### config.mk
export PLATFORM = sky130hd
export DESIGN_NAME = fetch_queue
export DESIGN_NICKNAME = d
export VERILOG_FILES = /design/src/rtl/fetch_queue.sv
export SDC_FILE = /design/constraint.sdc
export NUM_CORES = 1
export LEC_CHECK = 0
export CORE_MARGIN = 10
export CORE_UTILIZATION = 55
export CTS_BUF_LIST = sky130_fd_sc_hd__clkbuf_8 sky130_fd_sc_hd__clkbuf_16
export CTS_CLUSTER_DIAMETER = 80
export DETAILED_ROUTE_END_ITERATION = 7
export HOLD_SLACK_MARGIN = 0.03
export PLACE_DENSITY = 0.84
export SLEW_MARGIN = 20
export SYNTH_ARGS = -nofsm -noshare
export SYNTH_HDL_FRONTEND = slang
export SYNTH_SLANG_ARGS = --single-unit
### constraint.sdc
create_clock -name clk -period 6.15 [get_ports clk]
set_input_delay 0.615 -clock clk [delete_from_list [all_inputs] [get_ports clk]]
set_output_delay 0.615 -clock clk [all_outputs]
set_load 0.02 [all_outputs]
### src/rtl/fetch_queue.sv
// fetch_queue: instruction fetch engine feeding a registered FIFO to decode.
// Issues sequential fetches, tags responses with their PC, flushes on redirect.
//
// Ports:
//   clk, rst                  clock, synchronous active-low reset
//   imem_req/addr/ready       fetch request handshake (addr is the fetch PC)
//   imem_rvalid/rdata         response, exactly one cycle after acceptance
//   redirect, redirect_pc     flush queue and restart fetch at redirect_pc
//   instr_valid/instr/pc_out  head entry presented to decode
//   pcplus4_out               pc_out + 4 (wraps)
//   instr_ready               decode consumes the head
//   count                     occupied entries
module fetch_queue #(
  parameter int DATA_WIDTH = 32,
  parameter int DEPTH = 4,
  parameter logic [DATA_WIDTH-1:0] RESET_PC = '0
) (
  input  logic                         clk,
  input  logic                         rst,
  output logic                         imem_req,
  output logic [DATA_WIDTH-1:0]        imem_addr,
  input  logic                         imem_ready,
  input  logic                         imem_rvalid,
  input  logic [DATA_WIDTH-1:0]        imem_rdata,
  input  logic                         redirect,
  input  logic [DATA_WIDTH-1:0]        redirect_pc,
  output logic                         instr_valid,
  output logic [DATA_WIDTH-1:0]        instr,
  output logic [DATA_WIDTH-1:0]        pc_out,
  output logic [DATA_WIDTH-1:0]        pcplus4_out,
  input  logic                         instr_ready,
  output logic [$clog2(DEPTH+1)-1:0]   count
);

  localparam int PW = $clog2(DEPTH);
  localparam int CW = $clog2(DEPTH+1);

  typedef struct packed {
    logic [DATA_WIDTH-1:0] word;
    logic [DATA_WIDTH-1:0] pc;
  } entry_t;

  entry_t                q [DEPTH];
  logic [PW-1:0]         rdPtr;
  logic [PW-1:0]         wrPtr;
  logic [CW-1:0]         cnt;
  logic [DATA_WIDTH-1:0] fetchPc;
  logic [DATA_WIDTH-1:0] flightPc;
  logic                  inflight;
  logic                  killed;

  logic                  room;
  logic                  accept;
  logic                  doPush;
  logic                  doPop;
  logic [CW:0]           reserved;

  // Entries already queued plus the one response still owed by memory.
  // Issuing only while this is below DEPTH guarantees every push fits.
  assign reserved = {1'b0, cnt} + (CW+1)'(inflight);
  assign room     = reserved < (CW+1)'(DEPTH);

  assign imem_req  = rst && room;
  assign imem_addr = fetchPc;
  assign accept    = imem_req && imem_ready;

  // Redirect wins over a same-cycle push or pop.
  assign doPush = imem_rvalid && inflight && !killed && !redirect;
  assign doPop  = instr_valid && instr_ready && !redirect;

  assign instr_valid = cnt != '0;
  assign instr       = q[rdPtr].word;
  assign pc_out      = q[rdPtr].pc;
  assign pcplus4_out = pc_out + DATA_WIDTH'(4);
  assign count       = cnt;

  always_ff @(posedge clk) begin
    if (!rst) begin
      fetchPc  <= RESET_PC;
      flightPc <= '0;
      inflight <= 1'b0;
      killed   <= 1'b0;
      cnt      <= '0;
      rdPtr    <= '0;
      wrPtr    <= '0;
    end else begin
      // A response always lands the cycle after acceptance, so the
      // previous request retires now and at most one is ever owed.
      inflight <= accept;
      killed   <= accept && redirect;
      if (accept) begin
        flightPc <= fetchPc;
      end
      if (redirect) begin
        fetchPc <= redirect_pc;
        cnt     <= '0;
        rdPtr   <= '0;
        wrPtr   <= '0;
      end else begin
        if (accept) begin
          fetchPc <= fetchPc + DATA_WIDTH'(4);
        end
        if (doPush) begin
          wrPtr <= wrPtr + PW'(1);
        end
        if (doPop) begin
          rdPtr <= rdPtr + PW'(1);
        end
        unique case (1'b1)
          doPush && !doPop: cnt <= cnt + CW'(1);
          doPop && !doPush: cnt <= cnt - CW'(1);
          default:          cnt <= cnt;
        endcase
      end
    end
  end

  always_ff @(posedge clk) begin
    if (doPush) begin
      q[wrPtr] <= '{word: imem_rdata, pc: flightPc};
    end
  end

endmodule

==> metrics.md, run 1 <==
| Metric | Value |
|---|---|
| Vias in the first global route | `8,208` |
| Nets | `1,107` |
| Max VDD drop | `0.227 mV` |
| Max Clk Rate | `214 MHz` |
| Synthesis-to-layout area growth | `24.8%` |
| DR vias/cell | `5.81` |
| GR Overflow Total | `0` |
| Gate Count Post-Synth | `826` |
| Final Hold Vio Count | `0` |
| Buffers inserted by post-CTS timing repair | `0` |
| Synthesized net count | `904` |
| Worst-path cell chain | `buf_4 -> mux4_2 -> inv_1 -> nor4_4 -> nand3_1 -> xnor2_1 -> clkdlybuf4s50_1` |
| RSZ-0062 raised after global routing | `false` |
| Chip width | `176 um` |
| Rel. slew slack | `31.1%` |
| Yosys warnings | `0` |
| Pleak | `5.43 nW` |
| Core area | `23,700 um^2` |
| First-pass GRT wire length | `47,100 um` |
| Drt first pass iters | `5` |
| Final HPWL DP | `19,400 um` |
| Critical path buffer and inverter count | `3` |
| H-Tree Depth | `2` |
| Clk slew on worst S/H paths | `60 ps` |
| Port bufs | `202` |
| Status | `finished clean` |
| Pre-CTS WS | `1920 ps` |
| Maxcap violations | `0` |
| Initial antenna violation count | `0` |
| Vias after detailed routing | `7,959` |
| Worst EP required | `5530 ps` |
| Post-synthesis area per instance | `16.2 um^2` |
| Register area share after synthesis | `68.8%` |
| Routed WL | `30,100 um` |
| Register bit total from synthesis | `331` |
| I/O pins | `203` |
| Post-route core utilization | `70.4%` |
| Final period utilization | `75.9%` |
| Slowest CP cell | `dfxtp_4` |
| Routed Antenna Nets | `0` |
| Number of buffers created by CTS | `34` |
| WS Path Type | `reg2out` |
| CTS tree | `built` |
| Die Span Y | `176 um` |
| # rows | `56` |
| Hold Path Class | `reg2reg` |
| Sink Count | `331` |
| CTS Root Buffer Type | `clkbuf_16` |
| Min Tclk post-route | `4670 ps` |
| Drt drc | `0` |
| CP delay by family, top | `buffers and inverters` |
| CP Data Arrival Time | `4050 ps` |
| Clock Path Buffers | `3` |
| Mapped cell area | `13,400 um^2` |
| Setup violators final | `0` |
| Largest net degree at the start of global routing | `71` |
| Gpl congestion | `0.782` |
| Fin worst setup slack | `1480 ps` |
| Gates resized, CTS repair | `0` |
| Fin. max-slew vios | `0` |
| Slowest Stage Delay on Critical Path | `960 ps` |
| Fillcell total | `1,577` |
| Hold_buf cts | `0` |
| Setup TNS Final | `0 ps` |
| Slew of the pin with the lowest slew margin | `1030 ps` |
| Die ar. | `30,900 um^2` |
| Initial drt markers | `651` |
| Distinct cells, synth | `58` |
| Global Route Usage Sum | `19.2%` |
| Worst Clk Skew | `30.6 ps` |
| Area after detailed placement | `15,600 um^2` |
| Clock latency at the later pin of the worst-skew pair | `510 ps` |
| Ant diodes | `0` |
| Crit-path max FO | `48` |
| Share of layout cells above drive strength 1 | `13.2%` |
| PwrDens | `278 nW/um^2` |
| Initial Util | `56.4%` |
| Drt wl/cell | `21.9 um` |
| Startpoint Class | `flop` |
| Power, Total | `4.63 mW` |
| CP Capture Type | `output pin` |
| Layout Cell Area excl Fill | `16,700 um^2` |
-- registers in the layout, indices dropped and copies added (netlist names), named ones only --
name,count
killed,1
q,256
flightPc,32
inflight,1
rdPtr,2
imem_addr,32
count,3
wrPtr,2
-- worst register-to-register path: stages, from the launching register on --
cell	delay (ps)
dfxtp_1	340
and2b_1	260
and2_1	170
nand2_1	60
buf_4	240
inv_2	500
nand3_1	200
xnor2_1	170
o211a_1	210
-- power by group --
part	total [mW]	internal [mW]	switching [mW]
clock	1.92	1.10	0.816
combinational	0.247	0.122	0.125
sequential	2.47	2.43	0.0364
total	4.63	3.66	0.977
-- routing by layer --
layer	routed length (um)	track usage, %
met1	12700	26.3
met3	2830	5.98
met4	510	4.34
met2	14000	29.4
met5	0	0
-- layout by cell type, fill, tap and decap left out, drive strengths merged, types with 26 or more instances in the layout --
cell type and instances:
clkbuf 36, xnor2 33, a21boi 32, inv 26, dfxtp 75, mux4 64
clkdlybuf4s50 201, nand3 27, nand2 83, edfxtp 256
-- layout make-up --
type                       instances  area (um^2)  share of cell area, %
clock buffer                      36          901                   5.40
multi-input combinational        437         3910                   23.4
tap                              319          399                   2.39
sequential                       331         9200                   55.2
inverter                          18         67.6                  0.405
clock inverter                    22          145                  0.871
timing repair buffer             207         2050                   12.3
-- kinds of logic after synthesis --
family	after synthesis	synth area share, %
AO/OA/AOI/OAI	90	4.68
XOR/XNOR	48	3.15
multiplexers	68	11.2
buffers and inverters	58	2.05
flip-flops	331	68.8
AND/OR/NAND/NOR	223	9.29
adder cells (fa/ha/maj)	8	0.805
-- worst paths after layout --
| path | startpoint | endpoint | slack [ps] | depth (start not counted) |
|---|---|---|---|---|
| setup / recovery | flop | pcplus4_out[26] | 1480 | 7 |
| hold / removal | flightPc[22] | q[2][22] | 490 | 0 |
| setup reg to reg | count[2] | imem_addr[8] | 3900 | 8 |
| hold reg to reg | flightPc[22] | q[2][22] | 490 | 0 |
-- cell usage after synthesis (all sizes together) --
library cell	number	area [um^2]
mux4	64	1460
or3	6	42.5
dfxtp	75	1500
inv	18	67.6
or2	1	6.26
o31a	1	8.76
o21ai	19	95.1
ha	7	87.6
nand4	17	158
mux2i	3	30.0
o31ai	1	7.51
xnor2	33	289
nor4b	1	23.8
nor3	17	110
nand3	27	145
a311oi	1	8.76
edfxtp	256	7690
o311a	4	40.0
nor4bb	1	10.0
xor2	15	131
nor2b	4	25.0
nand2	83	312
and4	8	70.1
a21boi	32	240
nand2b	8	50.1
a21o	1	7.51
a31oi	2	12.5
nor3b	3	32.5
and3	3	18.8
nor2	22	82.6
clkbuf	22	82.6
o211a	7	70.1
mux2	1	11.3
a211oi	2	15.0
or4	1	7.51
o211ai	1	7.51
fa	1	20.0
o21a	3	22.5
and2b	1	7.51
buf	18	124
and2	11	68.8
o2111a	1	11.3
a21oi	14	70.1
nor4	9	71.3
a211o	1	8.76
-- stage by stage --
step | instances | hold WS (ps)
after floorplan | 826 | 460
after global placement | 1312 | 478
after detailed placement | 1312 | 492
after CTS | 1370 | 490
after global routing | 1370 | 508
final | 1370 | 490
Note: power is estimated with default switching activity, not from simulation.
==> inputs of run 2 (changes only) <==
--- a/config.mk
+++ b/config.mk
@@ -6,12 +6,12 @@
 export NUM_CORES = 1
 export LEC_CHECK = 0
 export CORE_MARGIN = 10
-export CORE_UTILIZATION = 55
+export CORE_UTILIZATION = 54
 export CTS_BUF_LIST = sky130_fd_sc_hd__clkbuf_8 sky130_fd_sc_hd__clkbuf_16
 export CTS_CLUSTER_DIAMETER = 80
 export DETAILED_ROUTE_END_ITERATION = 7
 export HOLD_SLACK_MARGIN = 0.03
-export PLACE_DENSITY = 0.84
+export PLACE_DENSITY = 0.83
 export SLEW_MARGIN = 20
 export SYNTH_ARGS = -nofsm -noshare
 export SYNTH_HDL_FRONTEND = slang
==> constraint.sdc (replaced) <==
create_clock -name clk -period 4.33 [get_ports clk]
set_input_delay 0.433 -clock clk [delete_from_list [all_inputs] [get_ports clk]]
set_output_delay 0.433 -clock clk [all_outputs]
set_load 0.02 [all_outputs]
==> metrics.md, run 2 (same netlist as run 1, synthesis figures left out) <==
| Metric | Value |
|---|---|
| Setup violators final | `0` |
| Gpl congestion | `0.832` |
| Maxcap violations | `0` |
| Max VDD drop | `0.243 mV` |
| Synthesis-to-layout area growth | `26.6%` |
| Chip width | `177 um` |
| Number of buffers created by CTS | `34` |
| WS Path Type | `reg2out` |
| Crit-path max FO | `33` |
| Initial antenna violation count | `0` |
| I/O pins | `203` |
| HP Start | `imem_addr[30]` |
| M2 GR Usage | `30.5%` |
| CP Data Arrival Time | `3630 ps` |
| Clock latency at the later pin of the worst-skew pair | `510 ps` |
| GR Overflow Total | `0` |
| Max reg flops | `256` |
| Pleak | `5.56 nW` |
| Slew of the pin with the lowest slew margin | `1010 ps` |
| Drt wl/cell | `22.1 um` |
| CP delay by family, top | `simple AND/OR/NAND/NOR gates` |
| Post-route core utilization | `69.5%` |
| Core area | `24,300 um^2` |
| Global Route Usage Sum | `19.4%` |
| Vias in the first global route | `8,149` |
| Initial drt markers | `683` |
| Hold path cells | `2` |
| # rows | `57` |
| Worst path depth | `6` |
| Vias after detailed routing | `7,926` |
| Final HPWL DP | `19,900 um` |
| Nets | `1,112` |
| R2R depth | `8` |
| Drt drc | `0` |
| Drt first pass iters | `5` |
| CTS tree | `built` |
| Worst EP required | `3900 ps` |
| Slowest CP cell | `clkdlybuf4s50_1` |
| Hold Crit Endpoint | `flightPc[30]` |
| Die Span Y | `177 um` |
| GR Util met3 | `6.40%` |
| Reg-to-reg startpoint | `count[2]` |
| Hold Path Class | `reg2reg` |
| Worst-path cell chain | `mux4_2 -> nand4_4 -> nor3_2 -> nor4b_4 -> xor2_1 -> clkdlybuf4s50_1` |
| CP Capture Type | `output pin` |
| Setup TNS Final | `0 ps` |
| Gates resized, CTS repair | `0` |
| Port bufs | `202` |
| GRT Max-Usage Layer | `met2` |
| PwrDens | `415 nW/um^2` |
| Max Clk Rate | `246 MHz` |
| Commonest non-fill, non-tap cell in the layout | `edfxtp_1` |
| Sink Count | `331` |
| Routed WL | `30,500 um` |
| Share of layout cells above drive strength 1 | `14.2%` |
| Routed Antenna Nets | `0` |
| R2r endpoint | `imem_addr[8]` |
| Largest net degree at the start of global routing | `70` |
| Min Tclk post-route | `4070 ps` |
| CTS Root Buffer Type | `clkbuf_16` |
| Critical path buffer and inverter count | `1` |
| H-Tree Depth | `2` |
| First-pass GRT wire length | `47,500 um` |
| Register-to-register setup slack | `2050 ps` |
| Startpoint Class | `flop` |
| Initial Util | `54.9%` |
| Final Hold Vio Count | `0` |
| Most frequent cells in the layout | `edfxtp_1 (256), clkdlybuf4s50_1 (201), nand2_1 (83)` |
| Clk slew on worst S/H paths | `60 ps` |
| Die ar. | `31,400 um^2` |
| Met1 Track Usage GR | `25.9%` |
| Fin. max-slew vios | `0` |
| Slowest Stage Delay on Critical Path | `690 ps` |
| Rel. slew slack | `32.8%` |
| Worst Clk Skew | `7.84 ps` |
| Status | `finished clean` |
| Clock Path Buffers | `3` |
| Hold_buf cts | `0` |
| RSZ-0062 raised after global routing | `false` |
| Final period utilization | `93.9%` |
| DR vias/cell | `5.73` |
| Ant diodes | `0` |
| Buffers inserted by post-CTS timing repair | `0` |
| Largest Register | `q` |
[run 2: cell count changes in the layout (fill, tap and decap cells not counted), sizes merged]
cell,previous run,this run
bufinv,1,7
buf,6,11
clkbuf,36,40
inv,26,22
clkinvlp,2,0
[run 2: stage by stage]
stage / setup WS [ps] / instance area (um^2) / power, mW / cells / hold WS [ps]
floorplan: 1430 / 13400 / 3.72 / 826 / 460
global placement: 912 / 15700 / 3.91 / 1322 / 476
detailed placement: 853 / 15700 / 3.92 / 1322 / 496
CTS: 254 / 16900 / 7.06 / 1384 / 502
global route: 68.6 / 16900 / 7.22 / 1384 / 509
finish: 263 / 16900 / 7.02 / 1384 / 504
[run 2: final cells by class]
cell class                      instances  area (um^2)
Clock buffer                           40          967
Clock inverter                         22          277
Fill cell                            1554         7410
Inverter                               18         67.6
Multi-Input combinational cell        437         3910
Sequential cell                       331         9200
Tap cell                              324          405
Timing Repair Buffer                  212         2090
[run 2: how the worst max path moves through the flow]
stage                           end  slack [ps]
global route        pcplus4_out[23]          70
detailed placement  pcplus4_out[23]         850
finish              pcplus4_out[23]         260
global placement    pcplus4_out[23]         910
CTS                 pcplus4_out[23]         250
floorplan                   q[0][0]        1430
[run 2: power breakdown]
part,internal (mW),switching [mW]
clock,2.01,1.16
sequential,3.45,0.0511
combinational,0.173,0.176
[run 2: metal layers]
metal	wire, um	share of wire (%)
met3	3170	10
met2	14300	47
met5	0	0
met1	12500	41
met4	482	1.6
[run 2: worst min-delay path: stages, from the launching register on]
cell	delay (ps)
dfxtp_1	330
nand2_1	60
a21boi_0	60
